==> src/rtl/countdown_pkg.sv <==
// Shared types for the round-start countdown: FSM state encoding, sprite select codes
// and the frame-counter width helper.
package countdown_pkg;

  typedef enum logic [2:0] {IDLE, CNT3, CNT2, CNT1, FIGHT} cd_state_t;

  localparam logic [2:0] SEL_NONE  = 3'd0;
  localparam logic [2:0] SEL_3     = 3'd1;
  localparam logic [2:0] SEL_2     = 3'd2;
  localparam logic [2:0] SEL_1     = 3'd3;
  localparam logic [2:0] SEL_FIGHT = 3'd4;

  // Counter holds values up to max(a,b)-1; never narrower than one bit.
  function automatic int cnt_width(input int a, input int b);
    int m;
    m = (a > b) ? a : b;
    return (m < 2) ? 1 : $clog2(m);
  endfunction

endpackage

==> src/rtl/countdown_sequencer_if.sv <==
// Scan-position inputs and sprite-control outputs of the countdown sequencer.
// The pause signal exists only when COUNTDOWN_PAUSE_EN is defined.
interface countdown_sequencer_if;
  logic [9:0] DrawX;
  logic [9:0] DrawY;
  logic       start;
`ifdef COUNTDOWN_PAUSE_EN
  logic       pause;
`endif
  logic [2:0] sprite_sel;
  logic       sprite_on;
  logic [9:0] spr_x;
  logic [9:0] spr_y;
  logic       fight_start;
  logic       busy;

  modport master (
    output DrawX, DrawY, start,
`ifdef COUNTDOWN_PAUSE_EN
    output pause,
`endif
    input  sprite_sel, sprite_on, spr_x, spr_y, fight_start, busy
  );

  modport slave (
    input  DrawX, DrawY, start,
`ifdef COUNTDOWN_PAUSE_EN
    input  pause,
`endif
    output sprite_sel, sprite_on, spr_x, spr_y, fight_start, busy
  );
endinterface

==> src/rtl/countdown_frame_timer.sv <==
// Loadable frame down-counter; load beats tick, and the count saturates at zero.
module countdown_frame_timer #(
  parameter int WIDTH = 6
) (
  input  logic             clk_i,
  input  logic             rst_i,
  input  logic             load_i,
  input  logic [WIDTH-1:0] load_val_i,
  input  logic             tick_i,
  input  logic             pause_i,
  output logic             zero_o
);
  logic [WIDTH-1:0] cnt_q, cnt_d;

  always_comb begin
    cnt_d = cnt_q;
    if (load_i)
      cnt_d = load_val_i;
    else if (tick_i && !pause_i && cnt_q != '0)
      cnt_d = cnt_q - WIDTH'(1);
  end

  always_ff @(posedge clk_i) begin
    if (rst_i) cnt_q <= '0;
    else       cnt_q <= cnt_d;
  end

  assign zero_o = (cnt_q == '0);
endmodule

==> src/rtl/countdown_sequencer.sv <==
// Round-start countdown: steps 3 -> 2 -> 1 -> FIGHT on VGA frame ticks and drives the
// overlay sprite select and window-local coordinates. Optional pause: COUNTDOWN_PAUSE_EN.
module countdown_sequencer
  import countdown_pkg::*;
#(
  parameter int FRAMES_PER_STEP = 60,
  parameter int FIGHT_FRAMES    = 45,
  parameter int WIN_X0          = 192,
  parameter int WIN_Y0          = 112,
  parameter int WIN_W           = 256,
  parameter int WIN_H           = 256
) (
  input  logic                  vga_clk,
  input  logic                  reset,
  countdown_sequencer_if.slave  bus
);
  localparam int CNT_W = cnt_width(FRAMES_PER_STEP, FIGHT_FRAMES);
  localparam logic [CNT_W-1:0] STEP_LOAD  = CNT_W'(FRAMES_PER_STEP - 1);
  localparam logic [CNT_W-1:0] FIGHT_LOAD = CNT_W'(FIGHT_FRAMES - 1);

  cd_state_t        state_q, state_d;
  logic             frame_tick, paused, step, zero;
  logic             load;
  logic [CNT_W-1:0] load_val;
  logic [2:0]       sel_q, sel_d;
  logic             busy_q, busy_d, fs_q, fs_d, on_q, on_d;
  logic [9:0]       spx_q, spx_d, spy_q, spy_d;
  logic [10:0]      x11, y11;
  logic             in_win;

  assign frame_tick = (bus.DrawX == 10'd0) && (bus.DrawY == 10'd0);
`ifdef COUNTDOWN_PAUSE_EN
  assign paused = bus.pause;
`else
  assign paused = 1'b0;
`endif
  assign step = frame_tick && !paused;

  countdown_frame_timer #(.WIDTH(CNT_W)) u_timer (
    .clk_i      (vga_clk),
    .rst_i      (reset),
    .load_i     (load),
    .load_val_i (load_val),
    .tick_i     (frame_tick && (state_q != IDLE)),
    .pause_i    (paused),
    .zero_o     (zero)
  );

  // Advancing takes a tick that lands on an already-zero count, so each step spans N ticks.
  always_comb begin
    state_d  = state_q;
    load     = 1'b0;
    load_val = STEP_LOAD;
    case (state_q)
      IDLE:  if (bus.start)    begin state_d = CNT3;  load = 1'b1; end
      CNT3:  if (step && zero) begin state_d = CNT2;  load = 1'b1; end
      CNT2:  if (step && zero) begin state_d = CNT1;  load = 1'b1; end
      CNT1:  if (step && zero) begin state_d = FIGHT; load = 1'b1; load_val = FIGHT_LOAD; end
      FIGHT: if (step && zero) state_d = IDLE;
      default: state_d = IDLE;
    endcase
  end

  always_comb begin
    sel_d = SEL_NONE;
    case (state_d)
      CNT3:    sel_d = SEL_3;
      CNT2:    sel_d = SEL_2;
      CNT1:    sel_d = SEL_1;
      FIGHT:   sel_d = SEL_FIGHT;
      default: sel_d = SEL_NONE;
    endcase
    busy_d = (state_d != IDLE);
    fs_d   = (state_q == CNT1) && (state_d == FIGHT);
  end

  // 11-bit compares keep WIN_X0+WIN_W from wrapping the 10-bit scan range.
  always_comb begin
    x11    = {1'b0, bus.DrawX};
    y11    = {1'b0, bus.DrawY};
    in_win = (x11 >= 11'(WIN_X0)) && (x11 < 11'(WIN_X0 + WIN_W)) &&
             (y11 >= 11'(WIN_Y0)) && (y11 < 11'(WIN_Y0 + WIN_H));
    spx_d  = in_win ? (bus.DrawX - 10'(WIN_X0)) : 10'd0;
    spy_d  = in_win ? (bus.DrawY - 10'(WIN_Y0)) : 10'd0;
    on_d   = in_win && (sel_d != SEL_NONE);
  end

  always_ff @(posedge vga_clk) begin
    if (reset) begin
      state_q <= IDLE;
      sel_q   <= SEL_NONE;
      busy_q  <= 1'b0;
      fs_q    <= 1'b0;
      on_q    <= 1'b0;
      spx_q   <= 10'd0;
      spy_q   <= 10'd0;
    end else begin
      state_q <= state_d;
      sel_q   <= sel_d;
      busy_q  <= busy_d;
      fs_q    <= fs_d;
      on_q    <= on_d;
      spx_q   <= spx_d;
      spy_q   <= spy_d;
    end
  end

  assign bus.sprite_sel  = sel_q;
  assign bus.sprite_on   = on_q;
  assign bus.spr_x       = spx_q;
  assign bus.spr_y       = spy_q;
  assign bus.fight_start = fs_q;
  assign bus.busy        = busy_q;
endmodule

==> src/flat_wrapper.sv <==
// flat-port wrapper written by rule: the top's interface ports become plain ports
module countdown_sequencer_flat import countdown_pkg::*;
#(
  parameter int FRAMES_PER_STEP = 60,
  parameter int FIGHT_FRAMES    = 45,
  parameter int WIN_X0          = 192,
  parameter int WIN_Y0          = 112,
  parameter int WIN_W           = 256,
  parameter int WIN_H           = 256
)
  (vga_clk, reset, bus_DrawX, bus_DrawY, bus_start, bus_sprite_sel, bus_sprite_on, bus_spr_x, bus_spr_y, bus_fight_start, bus_busy);
  countdown_sequencer_if bus_i ();
  input  logic vga_clk;
  input  logic reset;
  input wire logic [$bits(bus_i.DrawX)-1:0] bus_DrawX;
  input wire logic [$bits(bus_i.DrawY)-1:0] bus_DrawY;
  input wire logic [$bits(bus_i.start)-1:0] bus_start;
  output wire logic [$bits(bus_i.sprite_sel)-1:0] bus_sprite_sel;
  output wire logic [$bits(bus_i.sprite_on)-1:0] bus_sprite_on;
  output wire logic [$bits(bus_i.spr_x)-1:0] bus_spr_x;
  output wire logic [$bits(bus_i.spr_y)-1:0] bus_spr_y;
  output wire logic [$bits(bus_i.fight_start)-1:0] bus_fight_start;
  output wire logic [$bits(bus_i.busy)-1:0] bus_busy;
  assign bus_i.DrawX = bus_DrawX;
  assign bus_i.DrawY = bus_DrawY;
  assign bus_i.start = bus_start;
  assign bus_sprite_sel = bus_i.sprite_sel;
  assign bus_sprite_on = bus_i.sprite_on;
  assign bus_spr_x = bus_i.spr_x;
  assign bus_spr_y = bus_i.spr_y;
  assign bus_fight_start = bus_i.fight_start;
  assign bus_busy = bus_i.busy;
  countdown_sequencer #(.FRAMES_PER_STEP(FRAMES_PER_STEP), .FIGHT_FRAMES(FIGHT_FRAMES), .WIN_X0(WIN_X0), .WIN_Y0(WIN_Y0), .WIN_W(WIN_W), .WIN_H(WIN_H)) u_core (.vga_clk(vga_clk), .reset(reset), .bus(bus_i));
endmodule
==> config.mk <==
export PLATFORM = sky130hd
export DESIGN_NAME = countdown_sequencer_flat
export DESIGN_NICKNAME = d
export VERILOG_FILES = /design/src/rtl/countdown_pkg.sv /design/src/rtl/countdown_sequencer_if.sv /design/src/rtl/countdown_frame_timer.sv /design/src/rtl/countdown_sequencer.sv /design/src/flat_wrapper.sv
export SDC_FILE = /design/constraint.sdc
export NUM_CORES = 1
export LEC_CHECK = 0
export CAP_MARGIN = 15
export CORE_ASPECT_RATIO = 1.1
export CORE_MARGIN = 3
export CORE_UTILIZATION = 30
export DETAILED_ROUTE_END_ITERATION = 8
export PLACE_DENSITY = 0.53
export SLEW_MARGIN = 20
export SYNTH_ARGS = -nofsm -noshare
export SYNTH_HDL_FRONTEND = slang
export SYNTH_SLANG_ARGS = --single-unit
export TNS_END_PERCENT = 30
==> constraint.sdc <==
create_clock -name vga_clk -period 4.5 [get_ports vga_clk]
set_input_delay 0.45 -clock vga_clk [delete_from_list [all_inputs] [get_ports vga_clk]]
set_output_delay 0.45 -clock vga_clk [all_outputs]
set_load 0.05 [all_outputs]
==> reports/metrics.yaml <==
route:
  wl_um: 3410
  wl_per_cell_um: 13.2
  drtPass1Iterations: 4
  drc: 0
  vias_per_cell: 4.78
  vias: 1237
  ant_nets: 0
  drtIter0Drc: 71
global_routing:
  antenna_found_initial: 0
  grt_max_degree: 18
  grt_pass1_vias: 1323
  grt.overflow.total: 0
  grt_use_total_pct: 13.0
  grt_pass1_wl_um: 5810
place:
  dp_hpwl_um: 2650
  dpl_worst_slack_ns: 1.59
  port_buffers: 48
  gp_congestion: 0.730
critical_path:
  rr_worst_depth: 7
  path_max_fanout: 4
  slowest_stage: "or4b_2"
  critPathRequiredTime_ns: 4.69
  r2r_start: "u_core.u_timer.cnt_q[0]$_SDFFE_PP0P_"
  crit_type: "in2reg"
  critPathLaunchType: "input pin"
  cp-end-kind: "flop"
  cp_cell_sequence: "clkdlybuf4s50_1 -> inv_1 -> ha_1 -> or4b_2 -> a211oi_1 -> nand4_1 -> xor2_1 -> a211oi_1"
  cpPeakStageDelay_ns: 0.63
  startpoint: "bus_DrawY[4]"
  arrival_ns: 2.84
  cpMostUsedCell: "a211oi_1"
synth:
  synth_warnings: 0
  synth_ff_type: "dfxtp_1"
  avgSynthCellArea_um2: 9.81
  netlist_area_um2: 1480
  synth_top_area_share_pct: 47.3
  async_flop_share_pct: 0
  synth_edf_count: 0
  synth_cell_types: 40
  synth_area_leaders: "dfxtp_1 (47%), and2_1 (5.5%), ha_1 (5.1%)"
  ys_ff_latch: 35
  synth_largest_area_cell: "dfxtp_1"
  syn_inst: 151
  seq_area_frac_synth_pct: 47.3
cells_and_area:
  regArea_um2: 701
  num-nets-final: 231
  multiInputGateArea_um2: 742
  syn_to_final_growth_pct: 43.1
  drive_above_1_share_pct: 9.85
  n_antenna_cell: 0
  num-fill-cells: 437
clocking:
  cts-root-buf: "clkbuf_8"
  cts_sinks: 35
  cts_hold_buffers: 0
  insertion_delay_ns: 0.28
  post_cts_buffers: 0
  cts_resized: 0
  clk_pin_slew_ns: 0.07
  clock_path_buffers: 2
  h-tree-depth: 2
  cts_tree: "yes"
  cts_buffers: 5
pwr:
  ir_drop_mv: 0.120
  p_comb_share_pct: 13.9
  p_int_uw: 501
  leakage_uw: 0.000809
  power_frac_clock_pct: 37.5
  power_frac_seq_pct: 48.6
  powerDensity_nw_per_um2: 315
  switching_share_pct: 24.9
  switchingPower_uw: 166
timing:
  setup_tns_ns: 0
  layout_setup_ws_ns: 1.85
  tightest_slew_ns: 0.663
  maxSlewHeadroom_pct: 55.2
  finalHoldViolations: 0
  finalCritPeriodShare_pct: 58.9
  setup_viol: 0
  maxSlewViolCount: 0
  fmax_mhz: 377
  period_minus_slack_ns: 2.65
  fin_skew_ns: 0.0114
  rsz0062_at_grt: "no"
floorplanning:
  coreArea_um2: 4720
  rows: 26
  die-area_um2: 5820
  die_h_um: 79.7
  io_pins: 49
  die_x_um: 73
  start_util_pct: 31.4
worst_hold_path:
  min-delay-start: "u_core.u_timer.cnt_q[5]$_SDFFE_PP0P_"
  min_path_cells: 2
  hold_class: "reg2reg"
flow_run:
  maxCapViolCount: 0
outcome:
  status: "finished, final reports clean"
stage by stage:
| step | utilization [%] | hold WS [ns] | cells | instance area (um2) | power (uW) |
|---|---|---|---|---|---|
| after detailed placement | 42.7 | 0.592 | 251 | 2020 | 424 |
| after floorplan | - | 0.522 | 152 | 1490 | 384 |
| after CTS | 44.9 | 0.606 | 259 | 2120 | 677 |
| after global placement | 42.7 | 0.561 | 251 | 2020 | 423 |
| final | 44.9 | 0.606 | 259 | 2120 | 668 |
| after global routing | 44.9 | 0.649 | 259 | 2120 | 706 |
worst max-delay path: cells and delay by family:
family,cells,cell delay (ns)
XOR/XNOR,1,0.17
buffers and inverters,2,0.57
AND/OR/NAND/NOR,2,0.81
AO/OA/AOI/OAI,2,0.69
adder cells (fa/ha/maj),1,0.15
power by group through the flow:
stage	clock (uW)	sequential, uW	combinational, uW
3_3_place_gp	0	331	92.3
5_1_grt	279	326	102
6_report	250	325	92.8
4_1_cts	259	324	93.6
3_5_place_dp	0	331	93.0
2_1_floorplan	0	347	36.6
cell type report:
| class | count | area share, % |
|---|---|---|
| Clock buffer | 7 | 4.55 |
| Clock inverter | 1 | 0.354 |
| Inverter | 6 | 1.06 |
| Multi-Input combinational cell | 106 | 35.0 |
| Sequential cell | 35 | 33.1 |
| Tap cell | 56 | 3.31 |
| Timing Repair Buffer | 48 | 22.7 |
sequential cells by signal, summed over array words and instances (netlist names):
name and count:
u_core.bus.sprite_sel 3, u_core.state_q 3, u_core.u_timer.cnt_q 6, u_core.bus.sprite_on 1, u_core.bus.spr_x 10, u_core.bus.fight_start 1
u_core.bus.busy 1, u_core.bus.spr_y 10
logic make-up (layout without fill, tap and decap cells):
kind of cell,Yosys count,in the layout,share of synthesized area [%]
flops,35,35,47.3
mux,1,1,0.760
buf+inv,11,62,2.87
compound gates,19,19,9.04
xor+xnor,11,11,6.50
simple gates,67,67,28.2
other cells,1,2,0.253
fa+ha+maj,6,6,5.07
synth_stat cells (all sizes together) (3+ instances only):
master and count:
dfxtp 35, nor2 18, and2 13, nand3 7
a21oi 6, ha 6, inv 6, xor2 6
a211oi 5, clkbuf 5, nor3 5, xnor2 5
nand4 3
metal layers:
metal,vias up,share of wire (%),track usage [%]
li1,622,-,-
met1,580,44,15.1
met2,31,49,21.7
met3,4,5.8,4.91
met4,0,1.2,4.43
met5,-,0,0
cells in the final DEF (no fill, tap or decap), types with 4 or more instances in the layout:
master / Yosys / routed
xor2_1: 6 / 6
and2_1: 13 / 13
clkbuf_8: 0 / 7
a211oi_1: 4 / 4
dfxtp_1: 35 / 35
inv_1: 6 / 6
xnor2_1: 5 / 5
ha_1: 6 / 6
nor3_1: 5 / 5
clkdlybuf4s50_1: 0 / 48
nor2_1: 18 / 18
a21oi_1: 6 / 6
nand3_1: 7 / 7
worst paths after layout:
kind | slack, ns | end
worst max-delay path | 1.85 | u_core.u_timer.cnt_q[4]$_SDFFE_PP0P_
worst min-delay path | 0.61 | u_core.u_timer.cnt_q[5]$_SDFFE_PP0P_
worst max register to register | 2.56 | u_core.u_timer.cnt_q[4]$_SDFFE_PP0P_
worst min register to register | 0.61 | u_core.u_timer.cnt_q[5]$_SDFFE_PP0P_
Note: power is estimated with default switching activity, not from simulation.
==> RTL edit, RTL diff (same flow settings) <==
`FRAMES_PER_STEP` is set to 60 in 2 places; all go to 120.
--- a/src/rtl/countdown_sequencer.sv
+++ b/src/rtl/countdown_sequencer.sv
@@ -3,7 +3,7 @@
 module countdown_sequencer
   import countdown_pkg::*;
 #(
-  parameter int FRAMES_PER_STEP = 60,
+  parameter int FRAMES_PER_STEP = 120,
   parameter int FIGHT_FRAMES    = 45,
   parameter int WIN_X0          = 192,
   parameter int WIN_Y0          = 112,
--- a/src/flat_wrapper.sv
+++ b/src/flat_wrapper.sv
@@ -1,7 +1,7 @@
 // flat-port wrapper written by rule: the top's interface ports become plain ports
 module countdown_sequencer_flat import countdown_pkg::*;
 #(
-  parameter int FRAMES_PER_STEP = 60,
+  parameter int FRAMES_PER_STEP = 120,
   parameter int FIGHT_FRAMES    = 45,
   parameter int WIN_X0          = 192,
   parameter int WIN_Y0          = 112,
Check against the original RTL: no difference found for any inputs over 10 cycles, from zero or initial values and one cycle with reset high; that may be too few to reach the edited logic, so the function may still have changed.
==> RTL edit against the original RTL <==
- wire length rose by 1.9%
- area after synthesis rose by 2.5%
- count of clock-buffer cells in the layout fell by 2
- setup slack improved by 0.36 ns
- non-clock buffer count did not move
- first-iteration DRC count fell by 51%
- sequential power rose by 3%
- design area rose by 2.2%
- sequential cell count rose by 1
- final cell count rose by 3.5%
- power rose by 6.0%
==> RTL edit: results <==
metrics = {
    "worst_hold_path": {
        "min_path_type": "flop to flop",
    },
    "status": {
        "status": "finished clean",
    },
    "placed_design": {
        "port_buffers": 48,
        "hpwlAfterDp_mm": 2.71,
        "gp_congestion": 0.798,
    },
    "sta": {
        "skew_ns": 0.00508,
    },
    "drt": {
        "wl_met2_mm": 1.55,
        "routed_wl_mm": 3.47,
        "drt-initial-drc-count": 35,
        "firstDrtPassIters": 4,
        "vias_per_cell": 4.92,
        "met1Wirelength_mm": 1.54,
        "wl_met3_um": 336,
    },
    "logic_synthesis": {
        "yosys_warnings": 0,
        "ys_top_cells_by_area": "dfxtp_1 (47%), and2_1 (5.8%), ha_1 (4.9%)",
        "yosys.cell_types.count": 34,
        "yosysSeqAreaShare": 0.474,
        "synth_common_cells": "dfxtp_1 (36), nor2_1 (15), and2_1 (14)",
    },
    "clocking": {
        "cts_root_buf": "clkbuf_8",
        "path_clk_slew_ns": 0.07,
    },
    "layout": {
        "drive_gt1_frac": 0.0708,
        "final_nets": 240,
    },
    "pwr": {
        "peakVddDrop_mv": 0.139,
        "power_leakage_nw": 0.821,
    },
    "worst_setup_path": {
        "arrival_ns": 2.44,
        "slowest_stage": "clkdlybuf4s50_1",
        "path_max_fanout": 8,
        "rr_worst_depth": 7,
        "reg2reg_setup_slack_ns": 2.32,
    },
    "global_route": {
        "antenna_found_initial": 0,
        "grt_pass1_wl_mm": 5.58,
        "grt_pass1_vias": 1247,
        "grt_max_degree": 16,
    },
}
## RTL edit: cell types whose count changed after synthesis, moves of 3 or more
cell	delta
a21oi_1	+4
inv_1	+4
a31oi_1	+3
nor2_1	-3
nor4_1	+3
## RTL edit: final timing paths
| path | end | startpoint |
|---|---|---|
| setup / recovery | u_core.u_timer.cnt_q[4] | bus_DrawX[6] |
| hold / removal | u_core.u_timer.cnt_q[6] | u_core.u_timer.cnt_q[6] |
| setup reg to reg | u_core.u_timer.cnt_q[6] | u_core.u_timer.cnt_q[0] |
| hold reg to reg | u_core.u_timer.cnt_q[6] | u_core.u_timer.cnt_q[6] |
## RTL edit: metal layers
metal	GRT usage	vias up
met1	0.147	594
met4	0.0489	0
met5	0	-
met3	0.0413	7
li1	-	660
met2	0.197	58
## RTL edit: kinds of logic (layout without fill, tap and decap cells)
kind of cell / Yosys count / count (layout) / synth area share
AO/OA/AOI/OAI: 28 / 28 / 0.133
XOR/XNOR: 9 / 9 / 0.0519
adder cells (fa/ha/maj): 6 / 6 / 0.0494
buffers and inverters: 15 / 66 / 0.0371
flip-flops: 36 / 36 / 0.474
multiplexers: 1 / 1 / 0.00741
other: 1 / 2 / 0.00247
AND/OR/NAND/NOR: 64 / 64 / 0.245
## RTL edit: metrics by stage
step / instances / cell area, um2 / hold slack, ns / setup WS, ns
after CTS: 268 / 2170 / 0.538 / 2.18
after global placement: 260 / 2050 / 0.504 / 1.91
final: 268 / 2170 / 0.532 / 2.21
after floorplan: 161 / 1520 / 0.480 / 2.55
after detailed placement: 260 / 2050 / 0.528 / 1.89
after global routing: 268 / 2170 / 0.570 / 1.97
## RTL edit: cell type report
cell class	instances	area (um2)
Clock buffer	5	68.8
Timing Repair Buffer	48	480
Clock inverter	3	42.5
Multi-Input combinational cell	110	746
Fill cell	460	2620
Sequential cell	36	721
Tap cell	56	70.1
Inverter	10	37.5
## RTL edit: report_power, final
group	switching (W)	internal [W]	total, W
clock	0.000111	0.000164	0.000275
combinational	0.0000532	0.0000445	0.0000978
sequential	0.00000689	0.000328	0.000335
## RTL edit: critical path, delay by kind of cell
family	cells	cell delay [ns]
compound gates	3	0.70
buf+inv	2	0.54
fa+ha+maj	1	0.13
simple gates	2	0.61
